$ cat src/rtl/rd_fram_reader_if.sv
// rtl/rd_fram_reader_if.sv - refill handshake, fill notification and buffer read port bundle
interface rd_fram_reader_if #(
    parameter int RD_ADDR_WIDTH = 12,
    parameter int RD_DATA_WIDTH = 32
);
    logic                     fram_req;
    logic                     fram_req_half;
    logic                     fram_req_ready;
    logic                     fram_fill_done;
    logic                     fram_fill_half;
    logic [RD_ADDR_WIDTH-1:0] rd_addr;
    logic [RD_DATA_WIDTH-1:0] rd_data;

    modport master (
        output fram_req, fram_req_half, rd_addr,
        input  fram_req_ready, fram_fill_done, fram_fill_half, rd_data
    );

    modport slave (
        input  fram_req, fram_req_half, rd_addr,
        output fram_req_ready, fram_fill_done, fram_fill_half, rd_data
    );
endinterface

$ cat src/rtl/rd_fram_reader.sv
// rtl/rd_fram_reader.sv - ping-pong frame buffer reader feeding the pixel output path
module rd_fram_reader #(
    parameter int RD_ADDR_WIDTH = 12,
    parameter int RD_DATA_WIDTH = 32,
    parameter int FRAME_WORDS   = 2073600,
    parameter bit VS_POL        = 1'b1
) (
    input  logic                     rd_clk,
    input  logic                     rd_rst,
    input  logic                     vs_in,
    input  logic                     hs_in,
    input  logic                     de_in,
    rd_fram_reader_if.master         fram,
    output logic                     vs_out,
    output logic                     hs_out,
    output logic                     de_out,
    output logic [RD_DATA_WIDTH-1:0] pix_data,
    output logic                     underrun,
    output logic                     frame_busy
);
    localparam int          LOW_W     = RD_ADDR_WIDTH - 1;
    localparam int          HALF_WORDS = 2 ** LOW_W;
    localparam logic [31:0] HALF_INC  = 32'(HALF_WORDS);
    localparam logic [31:0] FRAME_LIM = 32'(FRAME_WORDS);

    typedef enum logic [1:0] {
        ST_IDLE    = 2'd0,
        ST_PREFILL = 2'd1,
        ST_RUN     = 2'd2
    } state_t;

    state_t                   state_q, state_d;
    logic [RD_ADDR_WIDTH-1:0] rd_ptr_q, rd_ptr_d;
    logic [1:0]               half_full_q, half_full_d;
    logic [1:0]               req_pend_q, req_pend_d;
    logic                     fram_req_q, fram_req_d;
    logic                     fram_req_half_q, fram_req_half_d;
    logic                     next_half_q, next_half_d;
    logic [31:0]              req_words_q, req_words_d;
    logic                     underrun_q, underrun_d;
    logic [1:0]               vs_tap_q, vs_tap_d;
    logic [1:0]               hs_tap_q, hs_tap_d;
    logic                     de_tap_q, de_tap_d;
    logic                     de_out_q, de_out_d;
    logic [RD_DATA_WIDTH-1:0] pix_data_q, pix_data_d;

    logic frame_start;
    logic accept;
    logic rd_en;
    logic drain;
    logic cur_half;

    // vs_tap_q[0] doubles as the registered copy used for frame-start edge detection
    assign frame_start = (vs_in == VS_POL) && (vs_tap_q[0] != VS_POL);
    assign accept      = fram_req_q && fram.fram_req_ready;
    assign rd_en       = (state_q == ST_RUN) && de_in;
    assign cur_half    = rd_ptr_q[RD_ADDR_WIDTH-1];
    assign drain       = rd_en && (&rd_ptr_q[LOW_W-1:0]);

    assign fram.fram_req      = fram_req_q;
    assign fram.fram_req_half = fram_req_half_q;
    assign fram.rd_addr       = rd_ptr_q;
    assign vs_out             = vs_tap_q[1];
    assign hs_out             = hs_tap_q[1];
    assign de_out             = de_out_q;
    assign pix_data           = pix_data_q;
    assign underrun           = underrun_q;
    assign frame_busy         = (state_q != ST_IDLE);

    // Frame sequencing: any frame start (re)enters PREFILL, both halves full releases RUN
    always_comb begin
        state_d = state_q;
        case (state_q)
            ST_IDLE:    if (frame_start) state_d = ST_PREFILL;
            ST_PREFILL: begin
                if (frame_start)              state_d = ST_PREFILL;
                else if (half_full_q == 2'b11) state_d = ST_RUN;
            end
            ST_RUN:     if (frame_start) state_d = ST_PREFILL;
            default:    state_d = ST_IDLE;
        endcase
    end

    // Pointer, fill flags, refill requests and underrun tracking
    always_comb begin
        rd_ptr_d        = rd_ptr_q;
        half_full_d     = half_full_q;
        req_pend_d      = req_pend_q;
        fram_req_d      = fram_req_q;
        fram_req_half_d = fram_req_half_q;
        next_half_d     = next_half_q;
        req_words_d     = req_words_q;
        underrun_d      = underrun_q;

        if (frame_start) begin
            // Restart the frame: an in-flight request and a coincident fill are abandoned
            rd_ptr_d        = '0;
            half_full_d     = 2'b00;
            req_pend_d      = 2'b11;
            req_words_d     = '0;
            underrun_d      = 1'b0;
            fram_req_d      = 1'b0;
            fram_req_half_d = 1'b0;
            next_half_d     = 1'b0;
        end else begin
            if (accept) begin
                req_pend_d[fram_req_half_q] = 1'b0;
                req_words_d                 = req_words_q + HALF_INC;
                fram_req_d                  = 1'b0;
                next_half_d                 = ~fram_req_half_q;
            end else if (!fram_req_q) begin
                if (req_words_q >= FRAME_LIM) begin
                    // Whole frame already requested: drained halves need no refill
                    req_pend_d = 2'b00;
                end else if (req_pend_q[next_half_q]) begin
                    fram_req_d      = 1'b1;
                    fram_req_half_d = next_half_q;
                end
            end

            if (fram.fram_fill_done) begin
                half_full_d[fram.fram_fill_half] = 1'b1;
            end

            if (rd_en) begin
                rd_ptr_d = rd_ptr_q + {{(RD_ADDR_WIDTH-1){1'b0}}, 1'b1};
                if (!half_full_q[cur_half]) begin
                    underrun_d = 1'b1;
                end
                // Last word of a half consumed; placed after the fill so the clear wins
                if (drain) begin
                    half_full_d[cur_half] = 1'b0;
                    req_pend_d[cur_half]  = 1'b1;
                end
            end
        end
    end

    // Two-stage output alignment; de/pixel gated by the state being entered
    always_comb begin
        vs_tap_d   = {vs_tap_q[0], vs_in};
        hs_tap_d   = {hs_tap_q[0], hs_in};
        de_tap_d   = rd_en;
        de_out_d   = de_tap_q && (state_d == ST_RUN);
        pix_data_d = de_out_d ? fram.rd_data : '0;
    end

    // State register with synchronous active-high reset
    always_ff @(posedge rd_clk) begin
        if (rd_rst) begin
            state_q         <= ST_IDLE;
            rd_ptr_q        <= '0;
            half_full_q     <= 2'b00;
            req_pend_q      <= 2'b00;
            fram_req_q      <= 1'b0;
            fram_req_half_q <= 1'b0;
            next_half_q     <= 1'b0;
            req_words_q     <= '0;
            underrun_q      <= 1'b0;
            vs_tap_q        <= 2'b00;
            hs_tap_q        <= 2'b00;
            de_tap_q        <= 1'b0;
            de_out_q        <= 1'b0;
            pix_data_q      <= '0;
        end else begin
            state_q         <= state_d;
            rd_ptr_q        <= rd_ptr_d;
            half_full_q     <= half_full_d;
            req_pend_q      <= req_pend_d;
            fram_req_q      <= fram_req_d;
            fram_req_half_q <= fram_req_half_d;
            next_half_q     <= next_half_d;
            req_words_q     <= req_words_d;
            underrun_q      <= underrun_d;
            vs_tap_q        <= vs_tap_d;
            hs_tap_q        <= hs_tap_d;
            de_tap_q        <= de_tap_d;
            de_out_q        <= de_out_d;
            pix_data_q      <= pix_data_d;
        end
    end
endmodule

$ cat src/flat_wrapper.sv
// flat-port wrapper written by rule: the top's interface ports become plain ports
module rd_fram_reader_flat 
#(
    parameter int RD_ADDR_WIDTH = 12,
    parameter int RD_DATA_WIDTH = 32,
    parameter int FRAME_WORDS   = 2073600,
    parameter bit VS_POL        = 1'b1
)
  (rd_clk, rd_rst, vs_in, hs_in, de_in, vs_out, hs_out, de_out, pix_data, underrun, frame_busy, fram_fram_req, fram_fram_req_half, fram_rd_addr, fram_fram_req_ready, fram_fram_fill_done, fram_fram_fill_half, fram_rd_data);
  rd_fram_reader_if #(.RD_ADDR_WIDTH(RD_ADDR_WIDTH), .RD_DATA_WIDTH(RD_DATA_WIDTH)) fram_i ();
  input  logic rd_clk;
  input  logic rd_rst;
  input  logic vs_in;
  input  logic hs_in;
  input  logic de_in;
  output logic vs_out;
  output logic hs_out;
  output logic de_out;
  output logic [RD_DATA_WIDTH-1:0] pix_data;
  output logic underrun;
  output logic frame_busy;
  output wire logic [$bits(fram_i.fram_req)-1:0] fram_fram_req;
  output wire logic [$bits(fram_i.fram_req_half)-1:0] fram_fram_req_half;
  output wire logic [$bits(fram_i.rd_addr)-1:0] fram_rd_addr;
  input wire logic [$bits(fram_i.fram_req_ready)-1:0] fram_fram_req_ready;
  input wire logic [$bits(fram_i.fram_fill_done)-1:0] fram_fram_fill_done;
  input wire logic [$bits(fram_i.fram_fill_half)-1:0] fram_fram_fill_half;
  input wire logic [$bits(fram_i.rd_data)-1:0] fram_rd_data;
  assign fram_fram_req = fram_i.fram_req;
  assign fram_fram_req_half = fram_i.fram_req_half;
  assign fram_rd_addr = fram_i.rd_addr;
  assign fram_i.fram_req_ready = fram_fram_req_ready;
  assign fram_i.fram_fill_done = fram_fram_fill_done;
  assign fram_i.fram_fill_half = fram_fram_fill_half;
  assign fram_i.rd_data = fram_rd_data;
  rd_fram_reader #(.RD_ADDR_WIDTH(RD_ADDR_WIDTH), .RD_DATA_WIDTH(RD_DATA_WIDTH), .FRAME_WORDS(FRAME_WORDS), .VS_POL(VS_POL)) u_core (.rd_clk(rd_clk), .rd_rst(rd_rst), .vs_in(vs_in), .hs_in(hs_in), .de_in(de_in), .fram(fram_i), .vs_out(vs_out), .hs_out(hs_out), .de_out(de_out), .pix_data(pix_data), .underrun(underrun), .frame_busy(frame_busy));
endmodule
$ cat config.mk
export PLATFORM = sky130hd
export DESIGN_NAME = rd_fram_reader_flat
export DESIGN_NICKNAME = d
export VERILOG_FILES = /design/src/rtl/rd_fram_reader_if.sv /design/src/rtl/rd_fram_reader.sv /design/src/flat_wrapper.sv
export SDC_FILE = /design/constraint.sdc
export NUM_CORES = 1
export LEC_CHECK = 0
export CORE_MARGIN = 1.5
export CORE_UTILIZATION = 31
export DETAILED_ROUTE_END_ITERATION = 12
export GPL_TIMING_DRIVEN = 0
export SYNTH_ARGS = -nofsm -noshare
export SYNTH_HDL_FRONTEND = slang
export SYNTH_SLANG_ARGS = --single-unit
$ cat constraint.sdc
create_clock -name rd_clk -period 2.9 [get_ports rd_clk]
set_clock_uncertainty 0.05 [all_clocks]
set_input_delay 0.29 -clock rd_clk [delete_from_list [all_inputs] [get_ports rd_clk]]
set_output_delay 0.29 -clock rd_clk [all_outputs]
set_load 0.02 [all_outputs]
==> impl_metrics.yaml, run 1 <==
cells_and_area:
  drive_above_1_share: 0.0595
  instances_no_fill: 549
  n_antenna_cell: 0
  seqCellArea_um2: 1620
  multiInputGateArea_um2: 1300
  areaGrowthSynthToFinish_pct: 43.6
  n_fill_cell: 904
  final_nets: 457
place:
  dp_hpwl_mm: 5.35
  dp.cells: 533
  place.gp.congestion: 0.819
  port_buffers: 90
global_route:
  grt_pass1_vias: 2411
  grt.total_usage: 0.143
  grt-ovfl-total: 0
  grt_max_degree: 14
  grt_pass1_wl_mm: 11.6
  antenna_found_initial: 0
worst_setup_path:
  start_kind: "input pin"
  rr_endpoint: "u_core.fram.rd_addr[4]$_SDFFE_PP0P_"
  worstRegToRegCells: 5
  r2r_slack_ns: 0.94
  crit_required_ns: 3.07
  path_class: "input pin to register"
  end_kind: "register"
  crit_end: "u_core.fram.rd_addr[4]$_SDFFE_PP0P_"
  r2r-start: "u_core.vs_tap_q[0]$_SDFF_PP0_"
  critPathArrivalTime_ns: 2.27
  cp_max_fo: 10
  setup.worst_path.start: "vs_in"
timing:
  setup_violations: 0
  fin_tns_setup_ns: 0
  slew_viol_final: 0
  tightest_slew_ns: 0.521
  fin_crit_sh: 0.723
  hold_viol_final: 0
  min_period_ns: 2.10
  max_freq_mhz: 477
  holdWs_ns: 0.381
  rsz0062_at_grt: "no"
  slew_headroom: 0.652
floorplan:
  chipWidth_um: 102
  die_area_um2: 10300
  die-height_um: 102
  ios: 91
  std_cell_rows: 35
  start_util: 0.324
  core_area_um2: 9330
logic_synthesis:
  synth_cell_types: 40
  syn_nets: 356
  yosys-top-cells-area: "dfxtp_1, and3_1, a21oi_1"
  syn_inst: 314
  ys_warn_count: 0
  synth.avg_cell_area_um2: 9.62
  synth_top_area_frac: 0.537
  yosysSeqAreaShare: 0.537
  synth_most_common_cell: "dfxtp_1"
  synth_edf_count: 0
  yosys-top-cells-count: "dfxtp_1, and3_1, nor2_1"
  synth_top_area_cell: "dfxtp_1"
  synth_seq_cells: 81
  syn_area_um2: 3020
  async_flop_share: 0
  ys.flop_type: "dfxtp_1"
detailed_routing:
  drtPass1Iterations: 4
  wirelength_mm: 7.30
  viasPerCell: 4.68
  drtIter0Drc: 69
  vias: 2572
  wl_per_cell_um: 13.3
  drcViolationCount: 0
  ant_nets: 0
power_and_ir_drop:
  p_leak_nw: 1.58
  total_power_w: 0.00225
  peakVddDrop_mv: 0.370
  pwr_density_cell_nw_per_um2: 518
clocking:
  ctsHoldBuffers: 0
  cts_tree: "built"
  post_cts_resized: 0
  worstSkewPairLatency_ns: 0.35
  cts_root_buf: "clkbuf_8"
  numCtsBuffers: 9
  cts_max_level: 3
  cts_sinks: 81
  clock_path_buffers: 2
  clk_pin_slew_ns: 0.08
  cts_setup_buffers: 0
status:
  status: "finished clean"
min_path:
  worstHoldPathType: "register to register"
job:
  max_cap_violations: 0
-- cell type report --
cell class              instances  share of cell area
clock buffers                  12              0.0358
repair buffers                 90               0.208
flip-flops and latches         81               0.374
multi-input cells             209               0.301
inverters                       9             0.00779
clock inverters                 4              0.0228
plain buffers                  15              0.0141
well taps                     129              0.0372
-- kinds of logic after synthesis --
kind of cell,count (synthesis),share of synthesized area
buffers and inverters,24,0.0315
AND/OR/NAND/NOR,143,0.274
adder cells (fa/ha/maj),2,0.00828
flip-flops,81,0.537
AO/OA/AOI/OAI,42,0.0841
multiplexers,3,0.0104
XOR/XNOR,19,0.0551
-- sequential cells by signal (all words and copies together) (netlist names), 2 cells and up --
| name | cells |
|---|---|
| u_core.req_pend_q | 2 |
| u_core.fram.rd_addr | 12 |
| u_core.pix_data | 32 |
| u_core.hs_tap_q | 2 |
| u_core.state_q | 2 |
| u_core.vs_tap_q | 2 |
| u_core.req_words_q | 21 |
| u_core.half_full_q | 2 |
-- per-stage QoR --
step           instance area [um^2]   util  setup slack (ns)
6_report                       4340  0.465             0.804
5_1_grt                        4340  0.465             0.644
4_1_cts                        4340  0.465             0.774
2_1_floorplan                  3020      -              1.06
3_3_place_gp                   4080  0.438             0.412
3_5_place_dp                   4080  0.438             0.427
-- worst max-delay path, cell delays in order --
cell,delay (ns)
clkdlybuf4s50_1,0.47
nor2b_1,0.38
or2_2,0.21
clkbuf_1,0.39
clkbuf_1,0.43
nor2_1,0.10
-- routing by layer --
metal  share of wire  track usage
met2            0.47        0.235
met5               0            0
met4           0.013       0.0481
met1            0.46        0.177
met3           0.055       0.0435
-- worst min-delay path by stage --
stage                                         end  depth (start not counted)                          start  slack [ns]
finish              u_core.hs_tap_q[1]$_SDFF_PP0_                          1  u_core.hs_tap_q[0]$_SDFF_PP0_        0.38
global route        u_core.hs_tap_q[1]$_SDFF_PP0_                          1  u_core.hs_tap_q[0]$_SDFF_PP0_        0.42
CTS                 u_core.hs_tap_q[1]$_SDFF_PP0_                          1  u_core.hs_tap_q[0]$_SDFF_PP0_        0.38
detailed placement  u_core.hs_tap_q[1]$_SDFF_PP0_                          1  u_core.hs_tap_q[0]$_SDFF_PP0_        0.39
global placement    u_core.hs_tap_q[1]$_SDFF_PP0_                          1  u_core.hs_tap_q[0]$_SDFF_PP0_        0.37
floorplan           u_core.hs_tap_q[1]$_SDFF_PP0_                          1  u_core.hs_tap_q[0]$_SDFF_PP0_        0.36
-- power breakdown --
group / leakage, nW / switching, W / total (W) / internal, W
clock: 0.127 / 0.000389 / 0.00101 / 0.000621
sequential: 0.654 / 0.00000647 / 0.00113 / 0.00112
combinational: 0.804 / 0.0000424 / 0.000110 / 0.0000680
total: 1.58 / 0.000438 / 0.00225 / 0.00181
-- cells in the final DEF, fill, tap and decap left out, types with 3 or more instances in the layout --
| cell type | count |
|---|---|
| clkdlybuf4s50_1 | 90 |
| dfxtp_1 | 81 |
| and3_1 | 35 |
| nor2_1 | 24 |
| a21oi_1 | 20 |
| nand2_1 | 17 |
| clkbuf_1 | 14 |
| xnor2_1 | 11 |
| clkbuf_8 | 11 |
| inv_1 | 9 |
| nor3_1 | 8 |
| xor2_1 | 8 |
| nand4_1 | 7 |
| nor2b_1 | 6 |
| and4_1 | 6 |
| nor4_1 | 6 |
| nand3_1 | 6 |
| o21ai_0 | 6 |
| or3_1 | 6 |
| o31ai_1 | 5 |
| or4_1 | 5 |
| nand4b_1 | 3 |
| and2_1 | 3 |
| o21a_1 | 3 |
| a41oi_1 | 3 |
| bufinv_16 | 3 |
Power figures use the tool's default switching activity.
==> inputs of run 2 (changes only) <==
==> constraint.sdc (replaced) <==
create_clock -name rd_clk -period 1.8 [get_ports rd_clk]
set_clock_uncertainty 0.05 [all_clocks]
set_input_delay 0.18 -clock rd_clk [delete_from_list [all_inputs] [get_ports rd_clk]]
set_output_delay 0.18 -clock rd_clk [all_outputs]
set_load 0.02 [all_outputs]
==> run 2 against run 1 <==
  * Die area unchanged
  * Highest routed layer unchanged
  * Wire length rose by 3.1%
  * Sequential share of layout area is 0.19 points lower
  * Largest cell class unchanged
  * Clock power grew 49%
  * Critical path depth down 1
  * Count of clock-buffer cells in the layout fell by 3
  * First-iteration DRC count rose by 42%
  * Flip-flop and latch count unchanged
  * Critical path type is now register to register
  * Via count is 2.1% higher
  * Design area is 2.1% higher
==> impl_metrics.yaml, run 2 (same netlist as run 1, synthesis figures left out) <==
cells_and_area:
  drive_above_1_share: 0.120
  fin_area_um2: 4430
  seqCellArea_um2: 1650
  multiInputGateArea_um2: 1360
  areaGrowthSynthToFinish_pct: 46.6
  final_common_cell: "clkdlybuf4s50_1"
  final_nets: 461
  layout_common_cells: "clkdlybuf4s50_1, dfxtp_1, and3_1"
  final_core_util: 0.475
  n_antenna_cell: 0
  largest_reg_flops: 32
  n_fill_cell: 898
power_and_ir_drop:
  combPwrFrac: 0.051
  power.switching_w: 0.000785
  peakVddDrop_mv: 0.426
  p_clk_frac: 0.429
  total_power_w: 0.00349
  p_int_w: 0.00270
  netSwitchingFraction: 0.225
  p_seq_frac: 0.519
  p_leak_nw: 1.63
  pwr_density_cell_nw_per_um2: 787
timing:
  slew_viol_final: 0
  max_freq_mhz: 575
  fin_crit_sh: 0.967
  fin_tns_setup_ns: 0
  setup_violations: 0
  hold_viol_final: 0
  tightest_slew_ns: 0.566
  slew_headroom: 0.623
  rsz0062_at_grt: "yes"
  min_period_ns: 1.74
worst_setup_path:
  crit_required_ns: 2.03
  r2r_slack_ns: 0.06
  cp_slowest_stage_delay_ns: 0.51
  slowest_stage: "or4_4"
  cp_max_fo: 8
  crit_chain: "ha_2 > and4_4 > nand4_4 > or4_4 > a21oi_1"
  setup.worst_path.start: "u_core.req_words_q[12]$_SDFFE_PP0P_"
  start_kind: "register"
  r2r-start: "u_core.req_words_q[12]$_SDFFE_PP0P_"
  rr_endpoint: "u_core.req_words_q[31]$_SDFFE_PP0P_"
  path_class: "register to register"
  end_kind: "register"
  critPathArrivalTime_ns: 1.97
  worstRegToRegCells: 5
detailed_routing:
  drcViolationCount: 0
  wirelength_mm: 7.52
  ant_nets: 0
  drtPass1Iterations: 4
  viasPerCell: 4.75
  vias: 2627
  drtIter0Drc: 98
  wl_per_cell_um: 13.6
global_route:
  top_usage_layer: "met2"
  use_met3: 0.0352
  grt_pass1_wl_mm: 11.7
  grt_max_degree: 16
  antenna_found_initial: 0
  grt.total_usage: 0.145
  met2_usage: 0.237
  grt_pass1_vias: 2477
  grt-ovfl-total: 0
  use_met1: 0.183
min_path:
  worstHoldStart: "fram_fram_req_ready"
  hold_end: "u_core.req_words_q[12]$_SDFFE_PP0P_"
  worstHoldPathType: "input pin to register"
  hold_path_depth: 4
clocking:
  worstSkewPairLatency_ns: 0.35
  clock_path_buffers: 2
  ctsHoldBuffers: 0
  cts_max_level: 3
  numCtsBuffers: 9
  cts_tree: "built"
  clk_pin_slew_ns: 0.09
  cts_root_buf: "clkbuf_8"
  cts_sinks: 81
floorplan:
  start_util: 0.324
  die_area_um2: 10300
  ios: 91
  die-height_um: 102
  chipWidth_um: 102
  std_cell_rows: 35
  core_area_um2: 9330
job:
  max_cap_violations: 0
place:
  dp_hpwl_mm: 5.34
  placed_area_um2: 4080
  place.gp.congestion: 0.797
  port_buffers: 90
status:
  status: "finished clean"
run 2: cell types whose count changed in the layout (fill, tap and decap cells not counted), sizes merged:
cell,delta
clkbuf,-4
buf,+5
dlymetal6s2s,+1
clkinvlp,+2
dlygate4sd2,+1
clkdlybuf4s50,-2
inv,+2
bufinv,-1
run 2: worst max-delay path: cells and delay by family, from the launching register on:
family	cells	cell delay, ns
adders and majority gates	1	0.19
AOI/OAI and AO/OA	1	0.14
and+or+nand+nor	3	0.91
DFF	1	0.38
run 2: cell type report:
cell class,count,area share
Buffer,13,0.0127
Sequential cell,81,0.372
Inverter,9,0.00763
Clock inverter,7,0.0229
Timing Repair Buffer,96,0.214
Tap cell,129,0.0364
Multi-Input combinational cell,209,0.306
Clock buffer,9,0.0280
run 2: power by group through the flow:
| stage | Clock [W] | Sequential (W) | Combinational, W |
|---|---|---|---|
| after floorplan | 0 | 0.00186 | 0.0000601 |
| after global placement | 0 | 0.00186 | 0.000176 |
| after detailed placement | 0 | 0.00186 | 0.000178 |
| after CTS | 0.00153 | 0.00182 | 0.000175 |
| after global routing | 0.00160 | 0.00181 | 0.000193 |
| final | 0.00150 | 0.00181 | 0.000179 |
run 2: worst max path at each step:
stage                                                 to  slack, ns  depth (start not counted)
floorplan            u_core.req_words_q[26]$_SDFFE_PP0P_       0.04                          6
global placement     u_core.req_words_q[11]$_SDFFE_PP0P_      -0.53                          6
detailed placement   u_core.req_words_q[18]$_SDFFE_PP0P_      -0.57                          6
CTS                 u_core.fram.rd_addr[11]$_SDFFE_PP0P_       0.01                          5
global route         u_core.req_words_q[26]$_SDFFE_PP0P_     -0.009                          5
finish               u_core.req_words_q[31]$_SDFFE_PP0P_       0.06                          5
run 2: stage by stage:
step	worst slack (ns)	cells	hold WS, ns
global placement	-0.532	533	0.378
global route	-0.00873	553	0.323
CTS	0.0140	548	0.333
finish	0.0596	553	0.285
floorplan	0.0374	314	0.258
detailed placement	-0.566	533	0.376
run 2: layer usage:
metal	vias up	routed length, um
met5	-	0
met3	10	393
met2	63	3570
met4	0	123
met1	1218	3440
li1	1336	-
run 2: what timing repair did:
| item | 4_1_cts | 5_1_grt |
|---|---|---|
| endpoints found under the setup margin | 27 | 8 |
| setup buffers | 0 | 6 |
| pin swaps | 0 | 4 |
| resized for setup | 18 | 15 |
